==> src/rtl/cache_control_if.sv <==
// CPU-side and physical-memory-side signals of the L1 cache controller, with the
// controller as the slave and the CPU adapter / line adaptor pair as the master.
interface cache_control_if;
  // Requests (mem_read/mem_write, pmem_read/pmem_write) act as valid and are held
  // until the matching one-cycle ready pulse (mem_resp / pmem_resp) is sampled high.
  logic        mem_read;
  logic        mem_write;
  logic [31:0] mem_address;
  logic [31:0] mem_byte_enable256;
  logic        mem_resp;
  logic [31:0] data_write_en;
  logic [2:0]  data_rindex;
  logic [2:0]  data_windex;
  logic        data_sel_mem;
  logic        pmem_read;
  logic        pmem_write;
  logic [31:0] pmem_address;
  logic        pmem_resp;

  modport master (
    output mem_read, mem_write, mem_address, mem_byte_enable256, pmem_resp,
    input  mem_resp, data_write_en, data_rindex, data_windex, data_sel_mem,
           pmem_read, pmem_write, pmem_address
  );

  modport slave (
    input  mem_read, mem_write, mem_address, mem_byte_enable256, pmem_resp,
    output mem_resp, data_write_en, data_rindex, data_windex, data_sel_mem,
           pmem_read, pmem_write, pmem_address
  );
endinterface

==> src/rtl/cache_control.sv <==
// Direct-mapped write-back/write-allocate L1 controller: 8 lines x 32 bytes.
// Holds tag/valid/dirty, decides hit/miss, sequences writeback and line fill.
module cache_control (
  input  logic           clk,
  input  logic           rst_n,
  cache_control_if.slave bus,
  output logic [1:0]     dbg_state
);
  localparam int S_OFFSET = 5;
  localparam int S_INDEX  = 3;
  localparam int S_TAG    = 32 - S_OFFSET - S_INDEX;
  localparam int S_MASK   = 2 ** S_OFFSET;
  localparam int NUM_SETS = 2 ** S_INDEX;

  typedef enum logic [1:0] {IDLE = 2'd0, WRITEBACK = 2'd1, ALLOCATE = 2'd2} state_t;

  state_t               state, state_next;
  logic [S_TAG-1:0]     tag_q [NUM_SETS];
  logic [NUM_SETS-1:0]  valid_q, dirty_q;
  logic [S_TAG-1:0]     miss_tag;
  logic [S_INDEX-1:0]   miss_index;

  logic [S_TAG-1:0]     req_tag;
  logic [S_INDEX-1:0]   req_index;
  logic                 req, hit;
  logic                 set_dirty, clr_dirty, fill, latch_miss;
  logic                 unused_addr_bits;

  logic                 mem_resp_c, sel_mem_c, pmem_read_c, pmem_write_c;
  logic [S_MASK-1:0]    wen_c;
  logic [S_INDEX-1:0]   rindex_c, windex_c;
  logic [31:0]          pmem_addr_c;

  assign req_tag          = bus.mem_address[31:8];
  assign req_index        = bus.mem_address[7:5];
  assign unused_addr_bits = ^bus.mem_address[4:0];
  assign req              = bus.mem_read | bus.mem_write;
  assign hit              = req && valid_q[req_index] && (tag_q[req_index] == req_tag);

  always_comb begin
    state_next   = state;
    mem_resp_c   = 1'b0;
    wen_c        = '0;
    rindex_c     = req_index;
    windex_c     = req_index;
    sel_mem_c    = 1'b0;
    pmem_read_c  = 1'b0;
    pmem_write_c = 1'b0;
    pmem_addr_c  = '0;
    set_dirty    = 1'b0;
    clr_dirty    = 1'b0;
    fill         = 1'b0;
    latch_miss   = 1'b0;
    case (state)
      IDLE: begin
        if (hit) begin
          mem_resp_c = 1'b1;
          // Write wins when both strobes are up; an all-zero mask still dirties the line.
          if (bus.mem_write) begin
            wen_c     = bus.mem_byte_enable256;
            set_dirty = 1'b1;
          end
        end else if (req) begin
          latch_miss = 1'b1;
          state_next = (valid_q[req_index] && dirty_q[req_index]) ? WRITEBACK : ALLOCATE;
        end
      end
      WRITEBACK: begin
        pmem_write_c = 1'b1;
        pmem_addr_c  = {tag_q[miss_index], miss_index, 5'b0};
        rindex_c     = miss_index;
        if (bus.pmem_resp) begin
          clr_dirty  = 1'b1;
          state_next = ALLOCATE;
        end
      end
      ALLOCATE: begin
        pmem_read_c = 1'b1;
        pmem_addr_c = {miss_tag, miss_index, 5'b0};
        if (bus.pmem_resp) begin
          wen_c      = '1;
          windex_c   = miss_index;
          sel_mem_c  = 1'b1;
          fill       = 1'b1;
          state_next = IDLE;
        end
      end
      default: state_next = IDLE;
    endcase
  end

  always_ff @(posedge clk or negedge rst_n) begin
    if (!rst_n) begin
      state      <= IDLE;
      valid_q    <= '0;
      dirty_q    <= '0;
      miss_tag   <= '0;
      miss_index <= '0;
    end else begin
      state <= state_next;
      if (latch_miss) begin
        miss_tag   <= req_tag;
        miss_index <= req_index;
      end
      if (set_dirty) dirty_q[req_index]  <= 1'b1;
      if (clr_dirty) dirty_q[miss_index] <= 1'b0;
      if (fill) begin
        valid_q[miss_index] <= 1'b1;
        dirty_q[miss_index] <= 1'b0;
      end
    end
  end

  // Tags need no reset: a line's tag is only consulted once its valid bit is set.
  always_ff @(posedge clk) begin
    if (fill) tag_q[miss_index] <= miss_tag;
  end

  assign bus.mem_resp      = mem_resp_c;
  assign bus.data_write_en = wen_c;
  assign bus.data_rindex   = rindex_c;
  assign bus.data_windex   = windex_c;
  assign bus.data_sel_mem  = sel_mem_c;
  assign bus.pmem_read     = pmem_read_c;
  assign bus.pmem_write    = pmem_write_c;
  assign bus.pmem_address  = pmem_addr_c;
  assign dbg_state         = state;
endmodule

==> src/flat_wrapper.sv <==
// flat-port wrapper written by rule: the top's interface ports become plain ports
module cache_control_flat 
  (clk, rst_n, dbg_state, bus_mem_read, bus_mem_write, bus_mem_address, bus_mem_byte_enable256, bus_pmem_resp, bus_mem_resp, bus_data_write_en, bus_data_rindex, bus_data_windex, bus_data_sel_mem, bus_pmem_read, bus_pmem_write, bus_pmem_address);
  cache_control_if bus_i ();
  input  logic clk;
  input  logic rst_n;
  output logic [1:0] dbg_state;
  input wire logic [$bits(bus_i.mem_read)-1:0] bus_mem_read;
  input wire logic [$bits(bus_i.mem_write)-1:0] bus_mem_write;
  input wire logic [$bits(bus_i.mem_address)-1:0] bus_mem_address;
  input wire logic [$bits(bus_i.mem_byte_enable256)-1:0] bus_mem_byte_enable256;
  input wire logic [$bits(bus_i.pmem_resp)-1:0] bus_pmem_resp;
  output wire logic [$bits(bus_i.mem_resp)-1:0] bus_mem_resp;
  output wire logic [$bits(bus_i.data_write_en)-1:0] bus_data_write_en;
  output wire logic [$bits(bus_i.data_rindex)-1:0] bus_data_rindex;
  output wire logic [$bits(bus_i.data_windex)-1:0] bus_data_windex;
  output wire logic [$bits(bus_i.data_sel_mem)-1:0] bus_data_sel_mem;
  output wire logic [$bits(bus_i.pmem_read)-1:0] bus_pmem_read;
  output wire logic [$bits(bus_i.pmem_write)-1:0] bus_pmem_write;
  output wire logic [$bits(bus_i.pmem_address)-1:0] bus_pmem_address;
  assign bus_i.mem_read = bus_mem_read;
  assign bus_i.mem_write = bus_mem_write;
  assign bus_i.mem_address = bus_mem_address;
  assign bus_i.mem_byte_enable256 = bus_mem_byte_enable256;
  assign bus_i.pmem_resp = bus_pmem_resp;
  assign bus_mem_resp = bus_i.mem_resp;
  assign bus_data_write_en = bus_i.data_write_en;
  assign bus_data_rindex = bus_i.data_rindex;
  assign bus_data_windex = bus_i.data_windex;
  assign bus_data_sel_mem = bus_i.data_sel_mem;
  assign bus_pmem_read = bus_i.pmem_read;
  assign bus_pmem_write = bus_i.pmem_write;
  assign bus_pmem_address = bus_i.pmem_address;
  cache_control u_core (.clk(clk), .rst_n(rst_n), .bus(bus_i), .dbg_state(dbg_state));
endmodule
==> config.mk <==
export PLATFORM = sky130hd
export DESIGN_NAME = cache_control_flat
export DESIGN_NICKNAME = d
export VERILOG_FILES = /design/src/rtl/cache_control_if.sv /design/src/rtl/cache_control.sv /design/src/flat_wrapper.sv
export SDC_FILE = /design/constraint.sdc
export NUM_CORES = 1
export LEC_CHECK = 0
export CAP_MARGIN = 25
export CORE_ASPECT_RATIO = 0.9
export CORE_MARGIN = 1
export CORE_UTILIZATION = 55
export DETAILED_ROUTE_END_ITERATION = 8
export GPL_ROUTABILITY_DRIVEN = 0
export GPL_TIMING_DRIVEN = 0
export PLACE_DENSITY = 0.79
export SLEW_MARGIN = 20
export SYNTH_ARGS = -nofsm -noshare
export SYNTH_HDL_FRONTEND = slang
export SYNTH_SLANG_ARGS = --single-unit
export TNS_END_PERCENT = 1
==> constraint.sdc <==
create_clock -name clk -period 9 [get_ports clk]
set_clock_uncertainty 0.15 [all_clocks]
set_input_delay 1.35 -clock clk [delete_from_list [all_inputs] [get_ports clk]]
set_output_delay 1.35 -clock clk [all_outputs]
set_load 0.1 [all_outputs]
# Word level (Yosys, flattened, before mapping)
# Memories as Yosys holds them, arrays and structs flattened.
# Index checks and enable logic that the tools add are counted.
[word_totals]
reg_bits = 45
ramBits = 192
n_memories = 1
[classes]
magnitude_cmp = 4
eq_ne = 7
mux = 40
bitwise = 6
n_reduce_logical = 7
[mem_list]
columns = ["memory", "words", "word_bits", "read_ports", "rd_ports_with_merged_regs", "write_ports", "line", "rtl"]
rows = [
  ["u_core.tag_q", 8, 24, 2, 0, 1, "cache_control.sv:18", "logic [S_TAG-1:0] tag_q [NUM_SETS];"],
]
[op_table]
columns = ["operator", "n"]
rows = [
  ["one-hot mux 32 bit (2 select lines)", 2],
  ["two-way mux 32 bit", 3],
  ["equality test 24 bit", 1],
  ["two-way mux 8 bit", 3],
  ["two-way mux 1 bit", 19],
  ["AND 8 bit", 2],
  ["bitwise OR 8 bit", 2],
  ["two-way mux 2 bit", 5],
  ["two-way mux 3 bit", 3],
  ["< comparator 3 x 4 -> 1 bit (second input constant)", 2],
  ["NOT 8 bit", 1],
  ["binary-select mux 1 bit (select 3 bit)", 2],
  ["demux 1 bit (select 3 bit)", 2],
  ["greater-or-equal comparator 3 x 1 -> 1 bit (second input constant)", 2],
  ["!= test 2 bit (second input constant)", 3],
  ["one-hot mux 2 bit (3 select lines)", 1],
  ["logical AND 1 bit", 5],
  ["AND reduction 4 bit", 1],
  ["equality test 2 x 1 -> 1 bit (second input constant)", 1],
  ["equality test 2 bit (second input constant)", 1],
  ["zero test 2 bit", 1],
  ["!= test 2 x 1 -> 1 bit (second input constant)", 1],
  ["bitwise OR 1 bit", 1],
]

# Longest topological paths before layout
# Gate-level depths: netlist of the first run.
[logic_depth]
depth_word = 11
depth_mapped = 14

# Least setup slack after synthesis of the first run
# OpenSTA, ideal clock, no wires.
[synth_timing]
path_kind = "register to output"
start = "reg u_core.state[0] (netlist: u_core.dbg_state[0])"
end = "out bus_data_windex[0]"
t_arrival_ns = 4.607
slack_ns = 2.893
path_stages_with_launch = 8
n_path_buf = 3
path_cell_list = "dfrtp_1 > inv_1 > ha_1 > clkbuf_1 > and2_1 > clkbuf_1 > clkbuf_1 > o21ai_0"
[synth_via]
elab_chain_len = 2
[synth_lines]
columns = ["element", "line", "rtl"]
rows = [
  ["from (decl)", "cache_control.sv:17", "state_t state, state_next;"],
  ["from (signal assigned)", "cache_control.sv:100", "state <= state_next;"],
  ["equality test 2 bit", "cache_control.sv:54", "case (state)"],
  ["two-way mux 3 bit", "cache_control.sv:54", ""],
  ["to (decl)", "flat_wrapper.sv:16", "output wire logic [$bits(bus_i.data_windex)-1:0] bus_data_windex;"],
]
# Every way passes these cells.

# Worst setup path in the final report of the first run
[layout_timing]
start = "in bus_mem_address[6]"
end = "out bus_data_write_en[5]"
[layout_via]
elab_chain_len = 6
word_cells_on_any_way = 8
cone_classes = "eq/ne: 1; mux: 4; reduce/logical: 2; memory: 1"
[layout_lines]
columns = ["element", "line", "rtl"]
rows = [
  ["from (decl)", "flat_wrapper.sv:10", "input wire logic [$bits(bus_i.mem_address)-1:0] bus_mem_address;"],
  ["branches (longest 3 deep; another with memory read (8 x 24 bit))", "--", ""],
  ["logical AND 1 bit *", "cache_control.sv:38", "assign hit = req && valid_q[req_index] && (tag_q[req_index] == req_tag);"],
  ["two-way mux 32 bit *", "cache_control.sv:56", "if (hit) begin"],
  ["one-hot mux 32 bit (2 select lines) *", "cache_control.sv:54", ""],
  ["to (decl)", "flat_wrapper.sv:14", "output wire logic [$bits(bus_i.data_write_en)-1:0] bus_data_write_en;"],
]
# Every way passes the cells marked *. The select of a mux whose other input is x is not followed.

==> summary.md, run 1 <==
| Metric | Value |
|---|---|
| Ys async rst share | `between 10% and 20%` |
| Crit-path leading delay family | `buffers and inverters` |
| Status | `finished, final reports clean` |
| First-pass GRT wire length | `around 56 mm` |
| Ys Warns | `0` |
| Slew of the pin with the lowest slew margin | `approximately 1100 ps` |
| Final setup vio count | `0` |
| TNS Setup | `0 ps` |
| Num rows | `between 40 and 50` |
| Sequential power share | `roughly a third` |
| Crit. End Element | `primary output` |
| Flip-flop and latch area | `a little under 7000 sq um` |
| CTS sink cnt | `237` |
| Worst Setup SP | `bus_mem_address[6]` |
| Maximum root-to-sink buffer count | `3` |
| # DRC | `0` |
| WP data required | `7500 ps` |
| CTS tree | `built` |
| Detailed Route Iter0 Violations | `about 1.5k` |
| Final cell count without fillers | `approximately 1.3k` |
| Num ports | `145` |
| Largest net degree at the start of global routing | `between 40 and 50` |
| Most frequent cells in the layout | `edfxtp_1 (192), clkdlybuf4s50_1 (131), a22oi_1 (63)` |
| Largest stage delay on the critical path | `1130 ps` |
| Power, Total | `slightly below 5 mW` |
| Post-synth EDFFs | `between 150 and 200` |
| Gate power share | `between 40% and 50%` |
| Final setup margin | `around 1000 ps` |
| Syn_area_per_cell | `approximately 14 sq um` |
| Reg2Reg Depth | `7` |
| Die Ht | `roughly 140 um` |
| Crit-path slowest cell | `clkdlybuf4s50_1` |
| Flops & latches, synth | `between 200 and 250` |
| Hold Fails Final Rpt | `0` |
| Buf+Inv Stages, Crit Path | `4` |
| Dpl cells | `approximately 1.3k` |
| Gr ovfl total | `0` |
| Worst-Skew Late Latency | `between 500 and 600 ps` |
| Max H-tree Level | `1` |
| Register-to-register setup slack | `between 4000 and 5000 ps` |
| Sequential fraction of the synthesis area | `59.7%` |
| Routed wire length per instance | `a little under 30 um` |
| Core ar. | `20,300 sq um` |
| Pre-CTS setup slack | `1340 ps` |
| Commonest non-fill, non-tap cell in the layout | `edfxtp_1` |
| Hold_buf cts | `0` |
| Reg2reg end | `u_core.tag_q[7][9]` |
| Clock-pin slew on the worst setup and hold paths | `approximately 60 ps` |
| Routed wire length | `between 30 and 40 mm` |
| Syn-to-layout area delta | `23.6%` |
| Max Fanout on Critical Path | `10` |
| Hold path startpoint | `u_core.valid_q[5]` |
| Most used cell, CP | `clkdlybuf4s50_1` |
| HP Class | `flop to flop` |
| Die width | `about 150 um` |
| Fillcell total | `about 1.3k` |
| F_max | `approximately 0.12 GHz` |
| Internal power | `approximately 2.7 mW` |
| MaxCap Viol Count | `0` |
| Area of the mapped netlist | `11,500 sq um` |
| Ys flop type | `edfxtp_1` |
| Unrepaired setup endpoints after global routing | `false` |
| Worst flop-to-flop path startpoint | `u_core.miss_index[2]` |
| Power Density | `between 300 and 400 nW/um^2` |
| Initial antenna violation count | `1` |
| Vias in the first global route | `between 8k and 9k` |
| Peak supply drop | `198 uV` |
| Root Buffer | `clkbuf_16` |
| Worst EP arrival | `6500 ps` |
| Synth cell types | `55` |
| Vias | `between 8k and 9k` |
| Psw | `2.20 mW` |
| Vias per Instance | `around 7` |
| Post-CTS sizing | `0` |
| Share of layout cells above drive strength 1 | `about 18%` |
| Diode count | `0` |
| Tmin final | `between 8000 and 9000 ps` |
| Input/output buffers | `approximately 130` |
| Starting density of the core | `between 50% and 60%` |
| Hold Path Depth | `1` |
| Final period util | `between 80% and 90%` |
| Crit path kind | `input pin to primary output` |
| Pleak | `just over 5 nW` |
| Slew Viols, Final | `0` |
| Crit path cell chain | `clkdlybuf4s50_1 -> buf_4 -> mux4_2 -> mux2i_1 -> xor2_1 -> nand3_1 -> nor4_1 -> nand4_1 -> nor2_2 -> buf_2 -> a21o_1 -> clkdlybuf4s50_1` |
| CTS buffer count | `23` |
| Hold Path End | `u_core.valid_q[5]` |
| Sw frac | `between 40 and 50%` |
| Total Routing Usage GR | `between 30% and 40%` |
| Remaining antenna violation count | `0` |
| Nets | `between 1k and 1.5k` |
| Post-Synthesis Cells | `about 830` |
| Slew HR | `about 29%` |
| Die area | `between 20,000 and 25,000 sq um` |
| HPWL Detailed | `~25 mm` |
| Postcts setup bufs | `0` |
| Critical path startpoint category | `input pin` |
| Clk network pwr share | `around 21%` |
| Pre-Repair DR Iteration Count | `8` |
| Multi-input gate area | `around 4300 sq um` |
-- cell type report --
| type | instances | area share (%) |
|---|---|---|
| plain buffers | 66 | 2.46 |
| clock buffers | 28 | 4.46 |
| clock inverters | 13 | 1.06 |
| inverters | 9 | 0.237 |
| multi-input cells | 519 | 30.2 |
| flip-flops and latches | 237 | 48.3 |
| well taps | 280 | 2.46 |
| repair buffers | 145 | 10.8 |
-- cell families after synthesis --
family,synth area share (%)
mux,13.5
other cells,0.0325
fa+ha+maj,0.325
simple gates,7.33
xor+xnor,1.06
compound gates,14.7
flops,59.7
buf+inv,3.34
-- flip-flops by register name, indices dropped and copies added, names as in the netlist --
register           flops
u_core.miss_index      3
u_core.dbg_state       2
u_core.dirty_q         8
u_core.tag_q         192
u_core.valid_q         8
u_core.miss_tag       24
-- power groups by stage --
stage | sequential [mW] | combinational, mW | clock [mW]
final | 1.71 | 2.20 | 1.01
after global routing | 1.74 | 2.25 | 1.05
after CTS | 1.70 | 2.15 | 1.01
after detailed placement | 1.72 | 2.14 | 0
after global placement | 1.71 | 2.07 | 0
after floorplan | 1.67 | 1.48 | 0
-- per-layer routing --
metal / track usage (%) / vias up / wire, um
li1: - / 3656 / -
met1: 50.8 / 4325 / 14000
met2: 52.8 / 830 / 16600
met3: 9.06 / 164 / 5940
met4: 16.9 / 2 / 1970
met5: 1.81 / - / 59
-- worst max path at each step --
stage	to	slack (ps)	cells after the start
floorplan	bus_data_windex[0]	2890	7
global placement	bus_data_write_en[19]	1390	12
detailed placement	bus_data_write_en[18]	1340	12
CTS	bus_data_write_en[18]	1220	12
global route	bus_data_write_en[23]	1040	12
finish	bus_data_write_en[5]	1000	12
-- per-stage QoR --
step	hold WS [ps]	util, %	area [sq um]
final	310	70.3	14300
after global routing	326	70.3	14300
after CTS	314	70.3	14300
after detailed placement	298	66.4	13500
after global placement	294	65.2	13200
after floorplan	280	-	11600
-- Yosys cell counts (all sizes together) (12+ instances only) --
cell	count	area (sq um)
mux2i	39	390
mux2	57	642
nor2	13	51.3
nand3	17	85.1
a21oi	19	95.1
o22ai	23	144
nand2	16	62.6
and2	12	75.1
a22o	27	236
mux4	23	522
nor2b	27	169
dfrtp	45	1130
clkbuf	37	139
edfxtp	192	5770
o21ai	13	65.1
buf	29	213
a221oi	26	228
a31oi	18	113
a22oi	63	473
a21o	34	255
No activity file was read; power rests on OpenSTA's default activity.
==> run 2: changes to the inputs <==
--- a/config.mk
+++ b/config.mk
@@ -12,6 +12,7 @@
 export DETAILED_ROUTE_END_ITERATION = 8
 export GPL_ROUTABILITY_DRIVEN = 0
 export GPL_TIMING_DRIVEN = 0
+export HOLD_SLACK_MARGIN = 0.1
 export PLACE_DENSITY = 0.79
 export SLEW_MARGIN = 20
 export SYNTH_ARGS = -nofsm -noshare
==> results of run 2 <==
The final DEF is identical to that of run 1; final timing and power are the same.
